### src/rtl/branch_stream_gen_if.sv
// Record stream between the branch-outcome generator and the predictor under test.
// The generator (master) presents pc/taken under out_valid; the consumer (slave)
// returns out_ready and its prediction for the record currently on the bus.
interface branch_stream_gen_if;
    logic       out_valid;
    logic       out_ready;
    logic [7:0] out_pc;
    logic       out_taken;
    logic       pred_taken;

    modport master (
        output out_valid,
        output out_pc,
        output out_taken,
        input  out_ready,
        input  pred_taken
    );

    modport slave (
        input  out_valid,
        input  out_pc,
        input  out_taken,
        output out_ready,
        output pred_taken
    );
endinterface

### src/rtl/branch_stream_gen.sv
// branch_stream_gen: deterministic (pc, taken) record source for predictor tests.
// Sites are visited round-robin; each site follows a fixed pattern chosen by its
// index mod 4 (loop, alternate, always-taken, LFSR random).
// Optional feature: define BSG_SCOREBOARD_EN to sample pred_taken on every
// accepted record and count mispredicts; otherwise mispredict_count is zero.
module branch_stream_gen #(
    parameter int          NUM_BR    = 4,
    parameter int          LOOP_TRIP = 8,
    parameter int          LENGTH    = 1024,
    parameter logic [7:0]  PC_BASE   = 8'h40,
    parameter int          PC_STRIDE = 4,
    parameter logic [15:0] LFSR_SEED = 16'hACE1
) (
    input  logic                 clk,
    input  logic                 reset,
    input  logic                 start,
    output logic                 busy,
    output logic                 done,
    output logic [31:0]          branch_count,
    output logic [31:0]          mispredict_count,
    branch_stream_gen_if.master  bus
);

    localparam logic [7:0]  LOOP_LAST = 8'(LOOP_TRIP - 1);
    localparam logic [31:0] LAST_REC  = 32'(LENGTH - 1);
    localparam logic [3:0]  SITE_LAST = 4'(NUM_BR - 1);
    localparam logic [15:0] LFSR_TAPS = 16'hB400;

    typedef enum logic [1:0] {
        S_IDLE = 2'd0,
        S_RUN  = 2'd1,
        S_DONE = 2'd2
    } state_t;

    state_t      state_q, state_d;
    logic [3:0]  site_q, site_d;
    logic [15:0] lfsr_q, lfsr_d;
    logic [31:0] branch_count_q, branch_count_d;

    logic        valid;
    logic        launch;
    logic        hs;
    logic        last_hs;
    logic        rec_taken;
    logic [7:0]  rec_pc;

    logic [NUM_BR-1:0] site_taken;
    logic [7:0]        site_pc [NUM_BR];

    // A run is launched only from IDLE; start elsewhere has no effect.
    assign launch  = (state_q == S_IDLE) && start;
    assign hs      = valid && bus.out_ready;
    assign last_hs = hs && (branch_count_q == LAST_REC);

    // FSM state register.
    always_ff @(posedge clk) begin
        if (reset) begin
            state_q <= S_IDLE;
        end else begin
            state_q <= state_d;
        end
    end

    // FSM next-state: run until the final record is accepted, then one DONE cycle.
    always_comb begin
        state_d = state_q;
        case (state_q)
            S_IDLE:  if (start)   state_d = S_RUN;
            S_RUN:   if (last_hs) state_d = S_DONE;
            S_DONE:               state_d = S_IDLE;
            default:              state_d = S_IDLE;
        endcase
    end

    // FSM outputs: status flags and the record-valid qualifier.
    always_comb begin
        busy  = 1'b0;
        done  = 1'b0;
        valid = 1'b0;
        case (state_q)
            S_RUN: begin
                busy  = 1'b1;
                valid = 1'b1;
            end
            S_DONE:  done = 1'b1;
            default: ;
        endcase
    end

    // Site index sequencer: advances round-robin on each accepted record.
    always_comb begin
        site_d = site_q;
        if (launch) begin
            site_d = 4'd0;
        end else if (hs) begin
            site_d = (site_q == SITE_LAST) ? 4'd0 : site_q + 4'd1;
        end
    end

    // Site index register.
    always_ff @(posedge clk) begin
        if (reset) begin
            site_q <= 4'd0;
        end else begin
            site_q <= site_d;
        end
    end

    // Galois LFSR next value: reseeded on launch, stepped only when a
    // random-pattern site (index mod 4 == 3) has its record accepted.
    always_comb begin
        lfsr_d = lfsr_q;
        if (launch) begin
            lfsr_d = LFSR_SEED;
        end else if (hs && (site_q[1:0] == 2'd3)) begin
            lfsr_d = {1'b0, lfsr_q[15:1]} ^ (lfsr_q[0] ? LFSR_TAPS : 16'h0000);
        end
    end

    // LFSR register.
    always_ff @(posedge clk) begin
        if (reset) begin
            lfsr_q <= LFSR_SEED;
        end else begin
            lfsr_q <= lfsr_d;
        end
    end

    // Per-site state and outcome; the pattern is fixed at elaboration by gi mod 4.
    for (genvar gi = 0; gi < NUM_BR; gi++) begin : g_site
        localparam logic [7:0] SITE_PC = 8'(int'(PC_BASE) + gi * PC_STRIDE);

        logic site_hs;

        assign site_pc[gi] = SITE_PC;
        assign site_hs     = hs && (site_q == 4'(gi));

        if ((gi % 4) == 0) begin : g_loop
            logic [7:0] loop_cnt_q, loop_cnt_d;

            // Loop counter: taken for the first LOOP_TRIP-1 visits, then not-taken and wrap.
            always_comb begin
                loop_cnt_d = loop_cnt_q;
                if (launch) begin
                    loop_cnt_d = 8'd0;
                end else if (site_hs) begin
                    loop_cnt_d = (loop_cnt_q == LOOP_LAST) ? 8'd0 : loop_cnt_q + 8'd1;
                end
            end

            // Loop counter register.
            always_ff @(posedge clk) begin
                if (reset) begin
                    loop_cnt_q <= 8'd0;
                end else begin
                    loop_cnt_q <= loop_cnt_d;
                end
            end

            assign site_taken[gi] = (loop_cnt_q != LOOP_LAST);
        end else if ((gi % 4) == 1) begin : g_alt
            logic alt_q, alt_d;

            // Alternate flag: clear means the next visit is taken; toggles per visit.
            always_comb begin
                alt_d = alt_q;
                if (launch) begin
                    alt_d = 1'b0;
                end else if (site_hs) begin
                    alt_d = ~alt_q;
                end
            end

            // Alternate flag register.
            always_ff @(posedge clk) begin
                if (reset) begin
                    alt_q <= 1'b0;
                end else begin
                    alt_q <= alt_d;
                end
            end

            assign site_taken[gi] = ~alt_q;
        end else if ((gi % 4) == 2) begin : g_always
            assign site_taken[gi] = 1'b1;
        end else begin : g_rand
            assign site_taken[gi] = lfsr_q[0];
        end
    end

    // Select the current site's record.
    always_comb begin
        rec_pc    = 8'h00;
        rec_taken = 1'b0;
        for (int i = 0; i < NUM_BR; i++) begin
            if (site_q == 4'(i)) begin
                rec_pc    = site_pc[i];
                rec_taken = site_taken[i];
            end
        end
    end

    // Record outputs read as zero whenever no record is being offered.
    assign bus.out_valid = valid;
    assign bus.out_pc    = valid ? rec_pc : 8'h00;
    assign bus.out_taken = valid & rec_taken;

    // Accepted-record counter: cleared on launch, held after the run for readout.
    always_comb begin
        branch_count_d = branch_count_q;
        if (launch) begin
            branch_count_d = 32'd0;
        end else if (hs) begin
            branch_count_d = branch_count_q + 32'd1;
        end
    end

    // Accepted-record counter register.
    always_ff @(posedge clk) begin
        if (reset) begin
            branch_count_q <= 32'd0;
        end else begin
            branch_count_q <= branch_count_d;
        end
    end

    assign branch_count = branch_count_q;

`ifdef BSG_SCOREBOARD_EN
    logic [31:0] mispredict_count_q, mispredict_count_d;

    // Mispredict counter: compares the consumer's prediction with the outcome on each accept.
    always_comb begin
        mispredict_count_d = mispredict_count_q;
        if (launch) begin
            mispredict_count_d = 32'd0;
        end else if (hs && (bus.pred_taken != rec_taken)) begin
            mispredict_count_d = mispredict_count_q + 32'd1;
        end
    end

    // Mispredict counter register.
    always_ff @(posedge clk) begin
        if (reset) begin
            mispredict_count_q <= 32'd0;
        end else begin
            mispredict_count_q <= mispredict_count_d;
        end
    end

    assign mispredict_count = mispredict_count_q;
`else
    assign mispredict_count = 32'd0;
`endif

endmodule

### src/flat_wrapper.sv
// flat-port wrapper written by rule: the top's interface ports become plain ports
module branch_stream_gen_flat 
#(
    parameter int          NUM_BR    = 4,
    parameter int          LOOP_TRIP = 8,
    parameter int          LENGTH    = 1024,
    parameter logic [7:0]  PC_BASE   = 8'h40,
    parameter int          PC_STRIDE = 4,
    parameter logic [15:0] LFSR_SEED = 16'hACE1
)
  (clk, reset, start, busy, done, branch_count, mispredict_count, bus_out_valid, bus_out_pc, bus_out_taken, bus_out_ready, bus_pred_taken);
  branch_stream_gen_if bus_i ();
  input  logic clk;
  input  logic reset;
  input  logic start;
  output logic busy;
  output logic done;
  output logic [31:0] branch_count;
  output logic [31:0] mispredict_count;
  output wire logic [$bits(bus_i.out_valid)-1:0] bus_out_valid;
  output wire logic [$bits(bus_i.out_pc)-1:0] bus_out_pc;
  output wire logic [$bits(bus_i.out_taken)-1:0] bus_out_taken;
  input wire logic [$bits(bus_i.out_ready)-1:0] bus_out_ready;
  input wire logic [$bits(bus_i.pred_taken)-1:0] bus_pred_taken;
  assign bus_out_valid = bus_i.out_valid;
  assign bus_out_pc = bus_i.out_pc;
  assign bus_out_taken = bus_i.out_taken;
  assign bus_i.out_ready = bus_out_ready;
  assign bus_i.pred_taken = bus_pred_taken;
  branch_stream_gen #(.NUM_BR(NUM_BR), .LOOP_TRIP(LOOP_TRIP), .LENGTH(LENGTH), .PC_BASE(PC_BASE), .PC_STRIDE(PC_STRIDE), .LFSR_SEED(LFSR_SEED)) u_core (.clk(clk), .reset(reset), .start(start), .busy(busy), .done(done), .branch_count(branch_count), .mispredict_count(mispredict_count), .bus(bus_i));
endmodule
### config.mk
export PLATFORM = sky130hd
export DESIGN_NAME = branch_stream_gen_flat
export DESIGN_NICKNAME = d
export VERILOG_FILES = /design/src/rtl/branch_stream_gen_if.sv /design/src/rtl/branch_stream_gen.sv /design/src/flat_wrapper.sv
export SDC_FILE = /design/constraint.sdc
export NUM_CORES = 1
export LEC_CHECK = 0
export ABC_AREA = 1
export CAP_MARGIN = 40
export CORE_ASPECT_RATIO = 0.5
export CORE_UTILIZATION = 25
export CTS_BUF_LIST = sky130_fd_sc_hd__clkbuf_8
export DETAILED_ROUTE_END_ITERATION = 6
export GPL_TIMING_DRIVEN = 0
export PLACE_DENSITY_LB_ADDON = 0.2
export SLEW_MARGIN = 20
export SYNTH_ARGS = -nofsm -noshare
export SYNTH_HDL_FRONTEND = slang
export SYNTH_SLANG_ARGS = --single-unit
### constraint.sdc
create_clock -name clk -period 3.5 [get_ports clk]
set_clock_uncertainty 0.15 [all_clocks]
set_input_delay 0.7 -clock clk [delete_from_list [all_inputs] [get_ports clk]]
set_output_delay 0.7 -clock clk [all_outputs]
set_load 0.05 [all_outputs]
==> flow_metrics.tcl <==
set metrics [dict create \
    ys.flop_type "dfxtp_1" \
    switching_share_pct 28.3 \
    die_h_um 84.4 \
    timing.setup.tns_ns 0 \
    start_util_pct 26.2 \
    clk_pin_slew_ns 0.07 \
    die_w_um 167 \
    synth_top_cell_area_share_pct 37.1 \
    numCtsBuffers 9 \
    p_seq_share_pct 42.6 \
    gp_congestion 0.809 \
    p_per_area_nw_per_um2 388 \
    fin_crit_sh_pct 93.9 \
    syn_area_per_cell_um2 6.82 \
    vias 3171 \
    layout.nets 598 \
    setup_viol 0 \
    worst_pin_slew_ns 0.623 \
    cp-start-kind "flip-flop" \
    ctsResizeCount 0 \
    antenna_found_initial 0 \
    grt_max_degree 12 \
    synth_edf_count 0 \
    peakVddDrop_mv 0.147 \
    cts_tree "yes" \
    yosys-top-cells-count "nand2_1, nor2_1, dfxtp_1" \
    p_switching_w 0.000482 \
    core_region_area_um2 13000 \
    outcome "finished, final reports clean" \
    fmax_mhz 304 \
    fin_hold_ws_ns 0.309 \
    timing.final.crit_period_ns 3.29 \
    dp_hpwl_um 6290 \
    grt_use_total_pct 12.5 \
    hold_class "reg2reg" \
    drv_slew 0 \
    post-cts-setup-buffer-count 0 \
    die-area_um2 14100 \
    wl_um 8440 \
    drt_iter0_drc 175 \
    grt_pass1_vias 2785 \
    yosys_warnings 0 \
    yosys-top-cells-area "dfxtp_1, nand2_1, buf_4, nor2_1, inv_1" \
    clock-sinks 63 \
    clk_latency_ns 0.35 \
    crit_fanout 4 \
    min_delay_path_depth 2 \
    synthArstFlopShare_pct 0 \
    netlist_instances 498 \
    pwr-share-clk_pct 43.6 \
    endpoint_kind "output pin" \
    hold_viol 0 \
    cts_hold_buf 0 \
    crit_type "reg2out" \
    slew_headroom_pct 58.5 \
    p_int_w 0.00122 \
    synth_seq_cells 63 \
    cts_root_buffer "clkbuf_8" \
    regArea_um2 1260 \
    vias_per_cell 4.16 \
    grt_setup_unrepaired "no" \
    drive_above_1_share_pct 11.7 \
    area_growth_pct 29.4 \
    drtAntennaViolNets 0 \
    rows 29 \
    grt_pass1_wl_um 13900 \
    synth.most_common_cell "nand2_1" \
    p_leak_nw 1.83 \
    required_ns 2.65 \
    rr_startpoint "u_core.branch_count[0]" \
    avgRoutedWirePerCell_um 11.1 \
    overflow 0 \
    hp-start "u_core.lfsr_q[8]" \
    critPathArrivalTime_ns 2.44 \
    cts_max_level 3 \
    io_pins 81 \
    fillers 1408 \
    cap_violations 0 \
    netlist_area_um2 3400 \
    diodes 0 \
    rr_worst_depth 9 \
    comb_power_share_pct 13.8 \
    first_pass_iters 4 \
    startpoint "u_core.site_q[0]" \
    io_buffers 42 \
    drc 0 \
    ys_types 28 \
    synth_top_cell_by_area "dfxtp_1" \
    ys_seq_area_share_pct 37.1 \
    clockBufferDepth 2 \
    multiInputGateArea_um2 1720 \
]
worst max-delay path: stages, from the launching register on:
cell,delay [ns]
dfxtp_1,0.39
inv_1,0.11
ha_1,0.21
o21ai_0,0.29
o21ai_0,0.16
a31oi_1,0.17
nor2_1,0.06
clkdlybuf4s50_1,0.70
final timing paths:
check                                          endpoint  slack, ns
worst max-delay path                      bus_out_taken       0.21
worst min-delay path                   u_core.lfsr_q[7]       0.31
worst max register to register  u_core.branch_count[30]       1.46
worst min register to register         u_core.lfsr_q[7]       0.31
power groups by stage:
| stage | Sequential (W) | Combinational, W | Clock [W] |
|---|---|---|---|
| CTS | 0.000726 | 0.000236 | 0.000764 |
| global placement | 0.000742 | 0.000236 | 0 |
| floorplan | 0.000744 | 0.000196 | 0 |
| global route | 0.000726 | 0.000253 | 0.000798 |
| detailed placement | 0.000742 | 0.000236 | 0 |
| finish | 0.000726 | 0.000235 | 0.000744 |
per-layer routing:
layer / vias up / GRT usage [%] / share of wire, %
met5: - / 0 / 0
met4: 0 / 4.97 / 1.5
met3: 8 / 3.68 / 5.5
met2: 81 / 19.4 / 43
met1: 1392 / 16.3 / 50
li1: 1690 / - / -
cell families after synthesis:
logic type | after synthesis | share of synthesized area (%)
adder cells (fa/ha/maj) | 6 | 2.21
flip-flops | 63 | 37.1
XOR/XNOR | 12 | 3.10
buffers and inverters | 106 | 16.3
AND/OR/NAND/NOR | 254 | 32.4
other | 1 | 0.110
AO/OA/AOI/OAI | 56 | 8.81
layout make-up:
class                           instances  area share (%)
Inverter                               58            4.95
Clock buffer                           11            3.44
Timing Repair Buffer                   42            9.56
Clock inverter                          5            1.82
Multi-Input combinational cell        365            39.1
Tap cell                              170            4.84
Sequential cell                        63            28.7
Buffer                                 48            7.63
through the flow:
step	setup WS (ns)	instance area (um^2)	utilization [%]	total power [W]	instances
after floorplan	0.934	3530	-	0.000940	534
after global placement	0.625	4160	32.1	0.000978	746
after detailed placement	0.612	4160	32.1	0.000978	746
after CTS	0.209	4400	33.9	0.00173	762
after global routing	0.0404	4400	33.9	0.00178	762
final	0.213	4400	33.9	0.00170	762
cells in the final DEF, fill, tap and decap left out, types with 6 or more instances in the layout:
cell             Yosys  layout
nand2_1            111     111
nor2_1              64      64
dfxtp_1             63      63
inv_1               57      57
clkdlybuf4s50_1      0      42
buf_4               40      40
conb_1               1      37
nand3_1             36      36
a21oi_1             32      32
nor3_1              25      25
o21ai_0             15      15
clkbuf_8             0      11
xor2_1               8       8
nand4_1              7       7
ha_1                 6       6
state kept, by name, summed over array words and instances (netlist names):
register / count
u_core.lfsr_q: 16
u_core.g_site.g_loop.loop_cnt_q: 8
u_core.branch_count: 32
u_core.state_q: 2
u_core.site_q: 4
u_core.g_site.g_alt.alt_q: 1
No activity file was read; power rests on OpenSTA's default activity.
